`src/rtl/axi_pkg.sv`:
```
// Shared AXI4 read-channel definitions: burst/response encodings, responder
// FSM states and the latched AR request record.
package axi_pkg;

   localparam int ID_W   = 12;
   localparam int ADDR_W = 32;

   localparam logic [1:0] BURST_FIXED = 2'b00;
   localparam logic [1:0] BURST_INCR  = 2'b01;
   localparam logic [1:0] BURST_WRAP  = 2'b10;

   localparam logic [1:0] RESP_OKAY   = 2'b00;
   localparam logic [1:0] RESP_SLVERR = 2'b10;

   typedef enum logic [1:0] {
      IDLE,
      FETCH,
      RESP
   } state_t;

   typedef struct packed {
      logic [ID_W-1:0]   id;
      logic [ADDR_W-1:0] addr;
      logic [7:0]        len;
      logic [2:0]        size;
      logic [1:0]        burst;
   } ar_req_t;

endpackage

```
`src/rtl/axi_burst_addr_gen.sv`:
```
// Combinational AXI4 burst address stepper and burst-legality check, shared
// by the read responder and the bridge slave logic.
module axi_burst_addr_gen
   import axi_pkg::*;
(
   input  ar_req_t           req,
   input  logic [ADDR_W-1:0] cur_addr,
   output logic              err,
   output logic [ADDR_W-1:0] next_addr
);

   localparam logic [ADDR_W-1:0] ONE = ADDR_W'(1);

   logic [ADDR_W-1:0] size_bytes;
   logic [ADDR_W-1:0] step_bytes;
   logic [ADDR_W-1:0] total_bytes;
   logic [ADDR_W-1:0] wrap_lower;
   logic [ADDR_W-1:0] wrap_next;
   logic              wrap_len_ok;

   always_comb begin
      size_bytes  = ONE << req.size;
      wrap_len_ok = (req.len == 8'd1) || (req.len == 8'd3) ||
                    (req.len == 8'd7) || (req.len == 8'd15);
      err = (req.size > 3'd3) || (req.burst == 2'b11) ||
            ((req.burst == BURST_WRAP) &&
             (!wrap_len_ok || ((req.addr & (size_bytes - ONE)) != '0)));

      // Illegal bursts still walk memory as INCR with 8-byte beats.
      step_bytes  = ONE << (err ? 3'd3 : req.size);
      total_bytes = step_bytes * ADDR_W'({1'b0, req.len} + 9'd1);
      wrap_lower  = cur_addr & ~(total_bytes - ONE);
      wrap_next   = cur_addr + step_bytes;
      if (wrap_next == wrap_lower + total_bytes) begin
         wrap_next = wrap_lower;
      end

      if (err || (req.burst == BURST_INCR)) begin
         next_addr = (cur_addr & ~(step_bytes - ONE)) + step_bytes;
      end else if (req.burst == BURST_WRAP) begin
         next_addr = wrap_next;
      end else begin
         next_addr = cur_addr;
      end
   end

endmodule

```
`src/rtl/axi_rd_burst_responder.sv`:
```
// AXI4 read slave with one outstanding burst: accepts AR, reads a 1-cycle
// latency local memory once per beat and returns R beats (2 cycles/beat).
module axi_rd_burst_responder
   import axi_pkg::*;
#(
   parameter int IDW = ID_W,
   parameter int AW  = ADDR_W,
   parameter int DW  = 64
) (
   input  logic           clk,
   input  logic           resetn,
   input  logic [IDW-1:0] s_axi_arid,
   input  logic [AW-1:0]  s_axi_araddr,
   input  logic [7:0]     s_axi_arlen,
   input  logic [2:0]     s_axi_arsize,
   input  logic [1:0]     s_axi_arburst,
   input  logic           s_axi_arvalid,
   output logic           s_axi_arready,
   output logic [IDW-1:0] s_axi_rid,
   output logic [DW-1:0]  s_axi_rdata,
   output logic [1:0]     s_axi_rresp,
   output logic           s_axi_rlast,
   output logic           s_axi_rvalid,
   input  logic           s_axi_rready,
   output logic           mem_ren,
   output logic [AW-1:0]  mem_addr,
   input  logic [DW-1:0]  mem_rdata
);

   state_t         state_q, state_d;
   ar_req_t        req_q, req_d;
   logic [AW-1:0]  cur_addr_q, cur_addr_d;
   logic [AW-1:0]  mem_addr_q, mem_addr_d;
   logic [7:0]     beat_cnt_q, beat_cnt_d;
   logic           arready_q, arready_d;
   logic           rvalid_q, rvalid_d;
   logic           rlast_q, rlast_d;
   logic [1:0]     rresp_q, rresp_d;
   logic [IDW-1:0] rid_q, rid_d;
   logic           mem_ren_q, mem_ren_d;
   logic           first_q, first_d;
   logic [DW-1:0]  rdata_q, rdata_d;
   logic [DW-1:0]  beat_data;
   logic [AW-1:0]  next_addr;
   logic           burst_err;

   axi_burst_addr_gen u_addr_gen (
      .req       (req_q),
      .cur_addr  (cur_addr_q),
      .err       (burst_err),
      .next_addr (next_addr)
   );

   assign beat_data = burst_err ? '0 : mem_rdata;

   always_comb begin
      state_d    = state_q;
      req_d      = req_q;
      cur_addr_d = cur_addr_q;
      mem_addr_d = mem_addr_q;
      beat_cnt_d = beat_cnt_q;
      arready_d  = arready_q;
      rvalid_d   = rvalid_q;
      rlast_d    = rlast_q;
      rresp_d    = rresp_q;
      rid_d      = rid_q;
      mem_ren_d  = mem_ren_q;
      first_d    = 1'b0;
      rdata_d    = first_q ? beat_data : rdata_q;

      unique case (state_q)
         IDLE: begin
            arready_d = 1'b1;
            if (s_axi_arvalid && arready_q) begin
               req_d = '{id: s_axi_arid, addr: s_axi_araddr, len: s_axi_arlen,
                         size: s_axi_arsize, burst: s_axi_arburst};
               cur_addr_d = s_axi_araddr;
               beat_cnt_d = '0;
               arready_d  = 1'b0;
               mem_ren_d  = 1'b1;
               mem_addr_d = {s_axi_araddr[AW-1:3], 3'b000};
               state_d    = FETCH;
            end
         end
         FETCH: begin
            mem_ren_d = 1'b0;
            rvalid_d  = 1'b1;
            rlast_d   = (beat_cnt_q == req_q.len);
            rresp_d   = burst_err ? RESP_SLVERR : RESP_OKAY;
            rid_d     = req_q.id;
            first_d   = 1'b1;
            state_d   = RESP;
         end
         RESP: begin
            if (s_axi_rready) begin
               rvalid_d = 1'b0;
               rlast_d  = 1'b0;
               if (rlast_q) begin
                  arready_d = 1'b1;
                  state_d   = IDLE;
               end else begin
                  cur_addr_d = next_addr;
                  beat_cnt_d = beat_cnt_q + 8'd1;
                  mem_ren_d  = 1'b1;
                  mem_addr_d = {next_addr[AW-1:3], 3'b000};
                  state_d    = FETCH;
               end
            end
         end
         default: state_d = IDLE;
      endcase
   end

   always_ff @(posedge clk or negedge resetn) begin
      if (!resetn) begin
         state_q    <= IDLE;
         req_q      <= '0;
         cur_addr_q <= '0;
         mem_addr_q <= '0;
         beat_cnt_q <= '0;
         arready_q  <= 1'b0;
         rvalid_q   <= 1'b0;
         rlast_q    <= 1'b0;
         rresp_q    <= RESP_OKAY;
         rid_q      <= '0;
         mem_ren_q  <= 1'b0;
         first_q    <= 1'b0;
         rdata_q    <= '0;
      end else begin
         state_q    <= state_d;
         req_q      <= req_d;
         cur_addr_q <= cur_addr_d;
         mem_addr_q <= mem_addr_d;
         beat_cnt_q <= beat_cnt_d;
         arready_q  <= arready_d;
         rvalid_q   <= rvalid_d;
         rlast_q    <= rlast_d;
         rresp_q    <= rresp_d;
         rid_q      <= rid_d;
         mem_ren_q  <= mem_ren_d;
         first_q    <= first_d;
         rdata_q    <= rdata_d;
      end
   end

   // NOTE: memory data only arrives in the RESP entry cycle, so rdata passes
   // mem_rdata straight through then and replays the captured copy while stalled.
   assign s_axi_rdata   = first_q ? beat_data : rdata_q;
   assign s_axi_arready = arready_q;
   assign s_axi_rvalid  = rvalid_q;
   assign s_axi_rlast   = rlast_q;
   assign s_axi_rresp   = rresp_q;
   assign s_axi_rid     = rid_q;
   assign mem_ren       = mem_ren_q;
   assign mem_addr      = mem_addr_q;

endmodule

```
`config.mk`:
```
export PLATFORM = sky130hd
export DESIGN_NAME = axi_rd_burst_responder
export DESIGN_NICKNAME = d
export VERILOG_FILES = /design/src/rtl/axi_pkg.sv /design/src/rtl/axi_burst_addr_gen.sv /design/src/rtl/axi_rd_burst_responder.sv
export SDC_FILE = /design/constraint.sdc
export NUM_CORES = 1
export LEC_CHECK = 0
export ABC_AREA = 1
export CORE_ASPECT_RATIO = 0.7
export CORE_MARGIN = 1
export CORE_UTILIZATION = 37
export CTS_CLUSTER_SIZE = 24
export DETAILED_ROUTE_END_ITERATION = 6
export SYNTH_ARGS = -nofsm -noshare
export SYNTH_HDL_FRONTEND = slang
export SYNTH_SLANG_ARGS = --single-unit
```
`constraint.sdc`:
```
create_clock -name clk -period 7.15 [get_ports clk]
set_input_delay 0.715 -clock clk [delete_from_list [all_inputs] [get_ports clk]]
set_output_delay 0.715 -clock clk [all_outputs]
set_load 0.02 [all_outputs]
```
==> results of run 1 <==
## metrics by stage
stage | setup TNS [ns] | cell area, um2 | cells | hold slack [ns]
3_5_place_dp | -37.81 | 21400 | 3560 | 0.470
2_1_floorplan | -6.79 | 16800 | 2572 | 0.419
3_3_place_gp | -36.17 | 21400 | 3560 | 0.460
6_report | -27.84 | 24000 | 3640 | 0.342
5_1_grt | -40.60 | 24000 | 3640 | 0.437
4_1_cts | -25.23 | 22800 | 3624 | 0.411
## layout make-up
class	instances	area, um2	area share [%]
Multi-Input combinational cell	1834	11600	48.2
Timing Repair Buffer	557	5070	21.1
Sequential cell	172	4310	17.9
Inverter	451	1730	7.21
Tap cell	594	743	3.09
Clock buffer	19	453	1.88
Clock inverter	13	150	0.624
## kinds of logic after synthesis
logic type	Yosys count	synth area share, %
and+or+nand+nor	1312	36.0
buffers and inverters	566	14.2
AOI/OAI and AO/OA	287	9.07
DFF	172	26.1
adders and majority gates	105	9.98
xor gates and xnor gates	83	4.53
other	2	0.0456
muxes	1	0.137
## worst max-delay path: cells and delay by family, from the launching register on
family | cells | cell delay [ns]
and+or+nand+nor | 34 | 3.48
adders and majority gates | 7 | 2.58
DFF | 1 | 0.43
xor gates and xnor gates | 1 | 0.17
buffers and inverters | 14 | 1.13
AOI/OAI and AO/OA | 1 | 0.13
## per-layer routing
layer  vias up  global-route usage [%]
li1       8879                       -
met1      8761                    47.9
met2       688                    39.3
met3        42                    9.35
met4         0                    4.19
met5         -                       0
## sequential cells by signal (all words and copies together) (netlist names)
signal	count
rdata_q	64
req_q	48
cur_addr_q	32
s_axi_rid	12
beat_cnt_q	8
state_q	2
first_q	1
mem_ren	1
s_axi_arready	1
s_axi_rlast	1
s_axi_rresp	1
s_axi_rvalid	1
## worst paths after layout
kind                       slack (ns)  cells past startpoint              to          from
hold reg to reg                  0.48                      2    s_axi_rvalid  s_axi_rvalid
min in group clk                 0.48                      2    s_axi_rvalid  s_axi_rvalid
max in group asynchronous        5.11                      2  cur_addr_q[14]        resetn
setup / recovery                -0.93                     57   cur_addr_q[2]      req_q[3]
setup reg to reg                -0.93                     57   cur_addr_q[2]      req_q[3]
hold / removal                   0.34                      1    s_axi_rid[0]        resetn
## cell usage after synthesis, types with 33 or more instances
cell	n	area, um2
sky130_fd_sc_hd__nand2_1	691	2590
sky130_fd_sc_hd__buf_4	33	248
sky130_fd_sc_hd__fa_1	44	881
sky130_fd_sc_hd__nand4_1	38	238
sky130_fd_sc_hd__nor2_1	169	634
sky130_fd_sc_hd__inv_1	391	1470
sky130_fd_sc_hd__ha_1	61	763
sky130_fd_sc_hd__inv_2	53	199
sky130_fd_sc_hd__nand3_1	267	1340
sky130_fd_sc_hd__a21oi_1	97	485
sky130_fd_sc_hd__o21ai_0	162	811
sky130_fd_sc_hd__xor2_1	66	578
sky130_fd_sc_hd__clkbuf_1	58	218
sky130_fd_sc_hd__dfrtp_1	172	4300
## timing repair
item	4_1_cts	5_1_grt
gates cloned	3	5
setup endpoints to repair	32	32
setup buffers	29	14
gates resized for setup	119	271
pin swaps	59	139
==> results.toml, run 1 <==
[logic_synthesis]
sequential_element_share_of_the_synthesized_area_pct = 26.1
synth_area_per_cell_um2 = 6.52
ys.flop_type = "sky130_fd_sc_hd__dfrtp_1"
synth_enable_flop_cells = 0
synth.distinct_cells = 55
synth_async_sr_flop_share_pct = 100
netlist_area_before_placement_um2 = 16500
syn_inst = 2528
postSynthRegisterBits = 172
ys_warn_count = 0

[finish]
layout.core_utilization_pct = 54.9
insertedDiodeCount = 0
final_cell_mix = "sky130_fd_sc_hd__nand2_1 (558), sky130_fd_sc_hd__inv_1 (373), sky130_fd_sc_hd__buf_4 (288), sky130_fd_sc_hd__clkdlybuf4s50_1 (233), sky130_fd_sc_hd__nand3_1 (208)"
final_layout_fill_cell_count = 4288
final_stage_net_count = 3263
area.growth.synth_to_final_pct = 46.0
post_route_cells_drive_above_1_share_pct = 26.9
layout_commonest_cell = "sky130_fd_sc_hd__nand2_1"

[critical_path]
timing.critical_path.required_ns = 7.50
timing.critical_path.fanout_max = 8
worst-setup-path-type = "reg2reg"
cp.arrival_ns = 8.43
cp-end-kind = "flop"
cpMaxStageDelayCell = "sky130_fd_sc_hd__fa_1"
critPathLaunchType = "flop"
cpPeakStageDelay_ns = 0.54

[detailed_routing]
top_signal_layer_used = "met4"
drt-met1-wl_um = 34800
wl_met3_um = 7810
via_per_inst = 5.05
route.vias.total = 18400
met2RoutedLength_um = 26300
routed_wirelength_um = 69600
drt_first_iter_violations = 1667
post-route-drc-count = 0
antenna_violating_nets_post_route = 0
drt_pre_antenna_iters = 6
detail_route.wl_per_cell_um = 19.1

[floorplanning]
floorplan.die.height_um = 179
design.portCount = 239
start_util_pct = 37.6
placeableCoreArea_um2 = 43800
die_area_um2 = 45400
die_x_um = 254
std_cell_rows = 64

[grt]
globalRoute.totalOverflow = 0
grt_max_degree = 129
grt_util_all_layers_pct = 30.2
grt_first_pass_wirelength_um = 102000
via_count_of_the_first_global_routing_pass = 16900
number_of_antenna_violations_at_the_first_check_in_global_routing = 0

[sta]
setup_viol_count_final = 32
hold_violations = 0
timing.fmax_mhz = 124
finClkSkew_ns = 0.0279
worst_slew_pin_slew_ns = 1.16
min_period_over_period_pct = 113
final.min_clock_period_ns = 8.08
slew_violations = 0
rsz0062_at_grt = "true"
timing.slew.headroom_pct = 22.6
setup_ws_ns = -0.927

[clock_tree]
cts_tree = "built"
cts_max_level = 4
clk_root_buffer_cell = "sky130_fd_sc_hd__clkbuf_16"
clockBufferDepth = 2
cts.hold.buffers_added = 0
clk-insertion-delay-late_ns = 0.46
clkSlewWorstSetupHoldPaths_ns = 0.08
cts_made_buffers = 17
clkSinkCount = 172

[placement]
detailedPlace.worstSlack_ns = -1.24
count_of_buffers_inserted_at_the_top_level_ports = 234
place_hpwl_um = 54600
gp_routability_congestion = 0.996

[flow_run]
maxCapViolCount = 0

[run_status]
result_of_the_run = "finished, violations left"
violations = "setup timing"

[hold_path]
hold_path.class = "in2async"
Power of run 1 is not shown: default switching activity piles up to over one toggle a cycle in this logic, so the estimate is an artifact.
==> run 2, diff against run 1 <==
--- a/config.mk
+++ b/config.mk
@@ -11,6 +11,7 @@
 export CORE_UTILIZATION = 37
 export CTS_CLUSTER_SIZE = 24
 export DETAILED_ROUTE_END_ITERATION = 6
+export DONT_BUFFER_PORTS = 1
 export SYNTH_ARGS = -nofsm -noshare
 export SYNTH_HDL_FRONTEND = slang
 export SYNTH_SLANG_ARGS = --single-unit
==> results.toml, run 2 (same netlist as run 1, synthesis figures left out) <==
[run_status]
result_of_the_run = "finished, violations left"
violations = "setup timing"

[grt]
grt_util_all_layers_pct = 26.7
grt_max_degree = 173
globalRoute.totalOverflow = 0
via_count_of_the_first_global_routing_pass = 16200
grt_first_pass_wirelength_um = 92600
number_of_antenna_violations_at_the_first_check_in_global_routing = 0

[sta]
min_period_over_period_pct = 111
setup_viol_count_final = 32
hold_violations = 0
setup_ws_ns = -0.802
final.min_clock_period_ns = 7.95
worst_slew_pin_slew_ns = 1.12
timing.fmax_mhz = 126
finClkSkew_ns = 0.0193
timing.slew.headroom_pct = 25.6
rsz0062_at_grt = "true"
slew_violations = 0

[finish]
largestRegisters = "rdata_q x64, req_q x48, cur_addr_q x32"
multiInputGateArea_um2 = 11400
largest-register = "rdata_q"
final_cell_mix = "sky130_fd_sc_hd__nand2_1 (559), sky130_fd_sc_hd__inv_1 (370), sky130_fd_sc_hd__buf_4 (278), sky130_fd_sc_hd__nand3_1 (213), sky130_fd_sc_hd__dfrtp_1 (170)"
area_of_all_sequential_standard_cells_um2 = 4310
instances_no_fill = 3393
final_stage_net_count = 3016
layout_commonest_cell = "sky130_fd_sc_hd__nand2_1"
area.growth.synth_to_final_pct = 30.1
post_route_cells_drive_above_1_share_pct = 28.4
insertedDiodeCount = 0
final_layout_fill_cell_count = 4437
largest_register_ffs = 64

[clock_tree]
clkSlewWorstSetupHoldPaths_ns = 0.07
cts_tree = "built"
cts_made_buffers = 17
clk-insertion-delay-late_ns = 0.46
cts_max_level = 4
clockBufferDepth = 2
clkSinkCount = 172
clk_root_buffer_cell = "sky130_fd_sc_hd__clkbuf_16"

[critical_path]
cpPeakStageDelay_ns = 0.54
path_common_cell = "sky130_fd_sc_hd__nand2_1"
timing.critical_path.fanout_max = 8
critPathLaunchType = "flop"
timing.critical_path.required_ns = 7.54
worst-setup-path-type = "reg2reg"
cp.arrival_ns = 8.34
cpMaxStageDelayCell = "sky130_fd_sc_hd__fa_1"
worstRegToRegCells = 57
cp-end-kind = "flop"

[placement]
gp_routability_congestion = 1.04
placed_cells_incl_taps = 3315
place_hpwl_um = 47300
count_of_buffers_inserted_at_the_top_level_ports = 0

[hold_path]
hold_path.class = "in2async"

[detailed_routing]
routed_wirelength_um = 60800
via_per_inst = 5.06
post-route-drc-count = 0
drt_first_iter_violations = 2166
route.vias.total = 17200
antenna_violating_nets_post_route = 0
drt_pre_antenna_iters = 5
detail_route.wl_per_cell_um = 17.9

[floorplanning]
die_x_um = 254
die_area_um2 = 45400
placeableCoreArea_um2 = 43800
start_util_pct = 37.6
floorplan.die.height_um = 179
design.portCount = 239
std_cell_rows = 64

[flow_run]
maxCapViolCount = 0
-- run 2: cell types whose count changed in the layout (fill, tap and decap cells not counted), moves of 5 or more --
cell | previous run | this run
sky130_fd_sc_hd__clkdlybuf4s50_1 | 233 | 0
sky130_fd_sc_hd__buf_4 | 288 | 278
sky130_fd_sc_hd__nand3_4 | 20 | 14
sky130_fd_sc_hd__buf_12 | 11 | 6
sky130_fd_sc_hd__inv_2 | 64 | 69
sky130_fd_sc_hd__nand3_1 | 208 | 213
-- run 2: area by class of cell --
cell class	count	share of cell area, %
clock buffer	19	2.11
clock inverter	13	0.835
inverter	451	8.04
multi-input combinational	1834	53.4
sequential	172	20.1
tap	594	3.47
timing repair buffer	310	12.1
-- run 2: worst max-delay path: cells and delay by family (launching register included) --
family,cells,cell delay [ns]
buffers and inverters,12,0.96
muxes,1,0.28
adders and majority gates,6,2.55
DFF,1,0.43
and+or+nand+nor,38,3.63
-- run 2: repair_timing --
| item | in CTS | in global routing |
|---|---|---|
| gates cloned | 4 | 5 |
| hold buffers | 1 | 0 |
| hold endpoints to repair | 172 | 0 |
| setup buffers | 23 | 16 |
| resized for setup | 157 | 202 |
| pin swaps | 68 | 97 |
| endpoints found under the setup margin | 32 | 32 |
-- run 2: path summary, 6_finish.rpt --
path                       slack (ns)       endpoint      startpoint
max                             -0.80  cur_addr_q[4]        req_q[3]
min                              0.19      req_q[53]          resetn
max reg2reg                     -0.80  cur_addr_q[4]        req_q[3]
min reg2reg                      0.49      req_q[37]       req_q[37]
max in group asynchronous        6.05       req_q[4]          resetn
min in group clk                 0.38       req_q[9]  s_axi_arlen[4]
-- run 2: layer usage --
layer / vias to the layer above / track usage (%) / routed length, um
met1: 8018 / 41.0 / 29200
met4: 0 / 6.20 / 1150
met3: 91 / 5.69 / 6470
met2: 705 / 37.1 / 24000
li1: 8367 / - / -
met5: - / 0 / 0
-- run 2: metrics by stage --
step	worst slack, ns	utilization, %	hold WS [ns]	instance area, um2	TNS (ns)
3_3_place_gp	-0.987	43.4	0.422	19000	-29.12
4_1_cts	-0.672	46.9	0.315	20500	-20.09
3_5_place_dp	-1.09	43.4	0.422	19000	-32.51
5_1_grt	-1.18	48.9	0.290	21400	-36.62
2_1_floorplan	-0.227	-	0.419	16800	-6.79
6_report	-0.802	48.9	0.194	21400	-24.26
Power of run 2 is left out for the same reason.
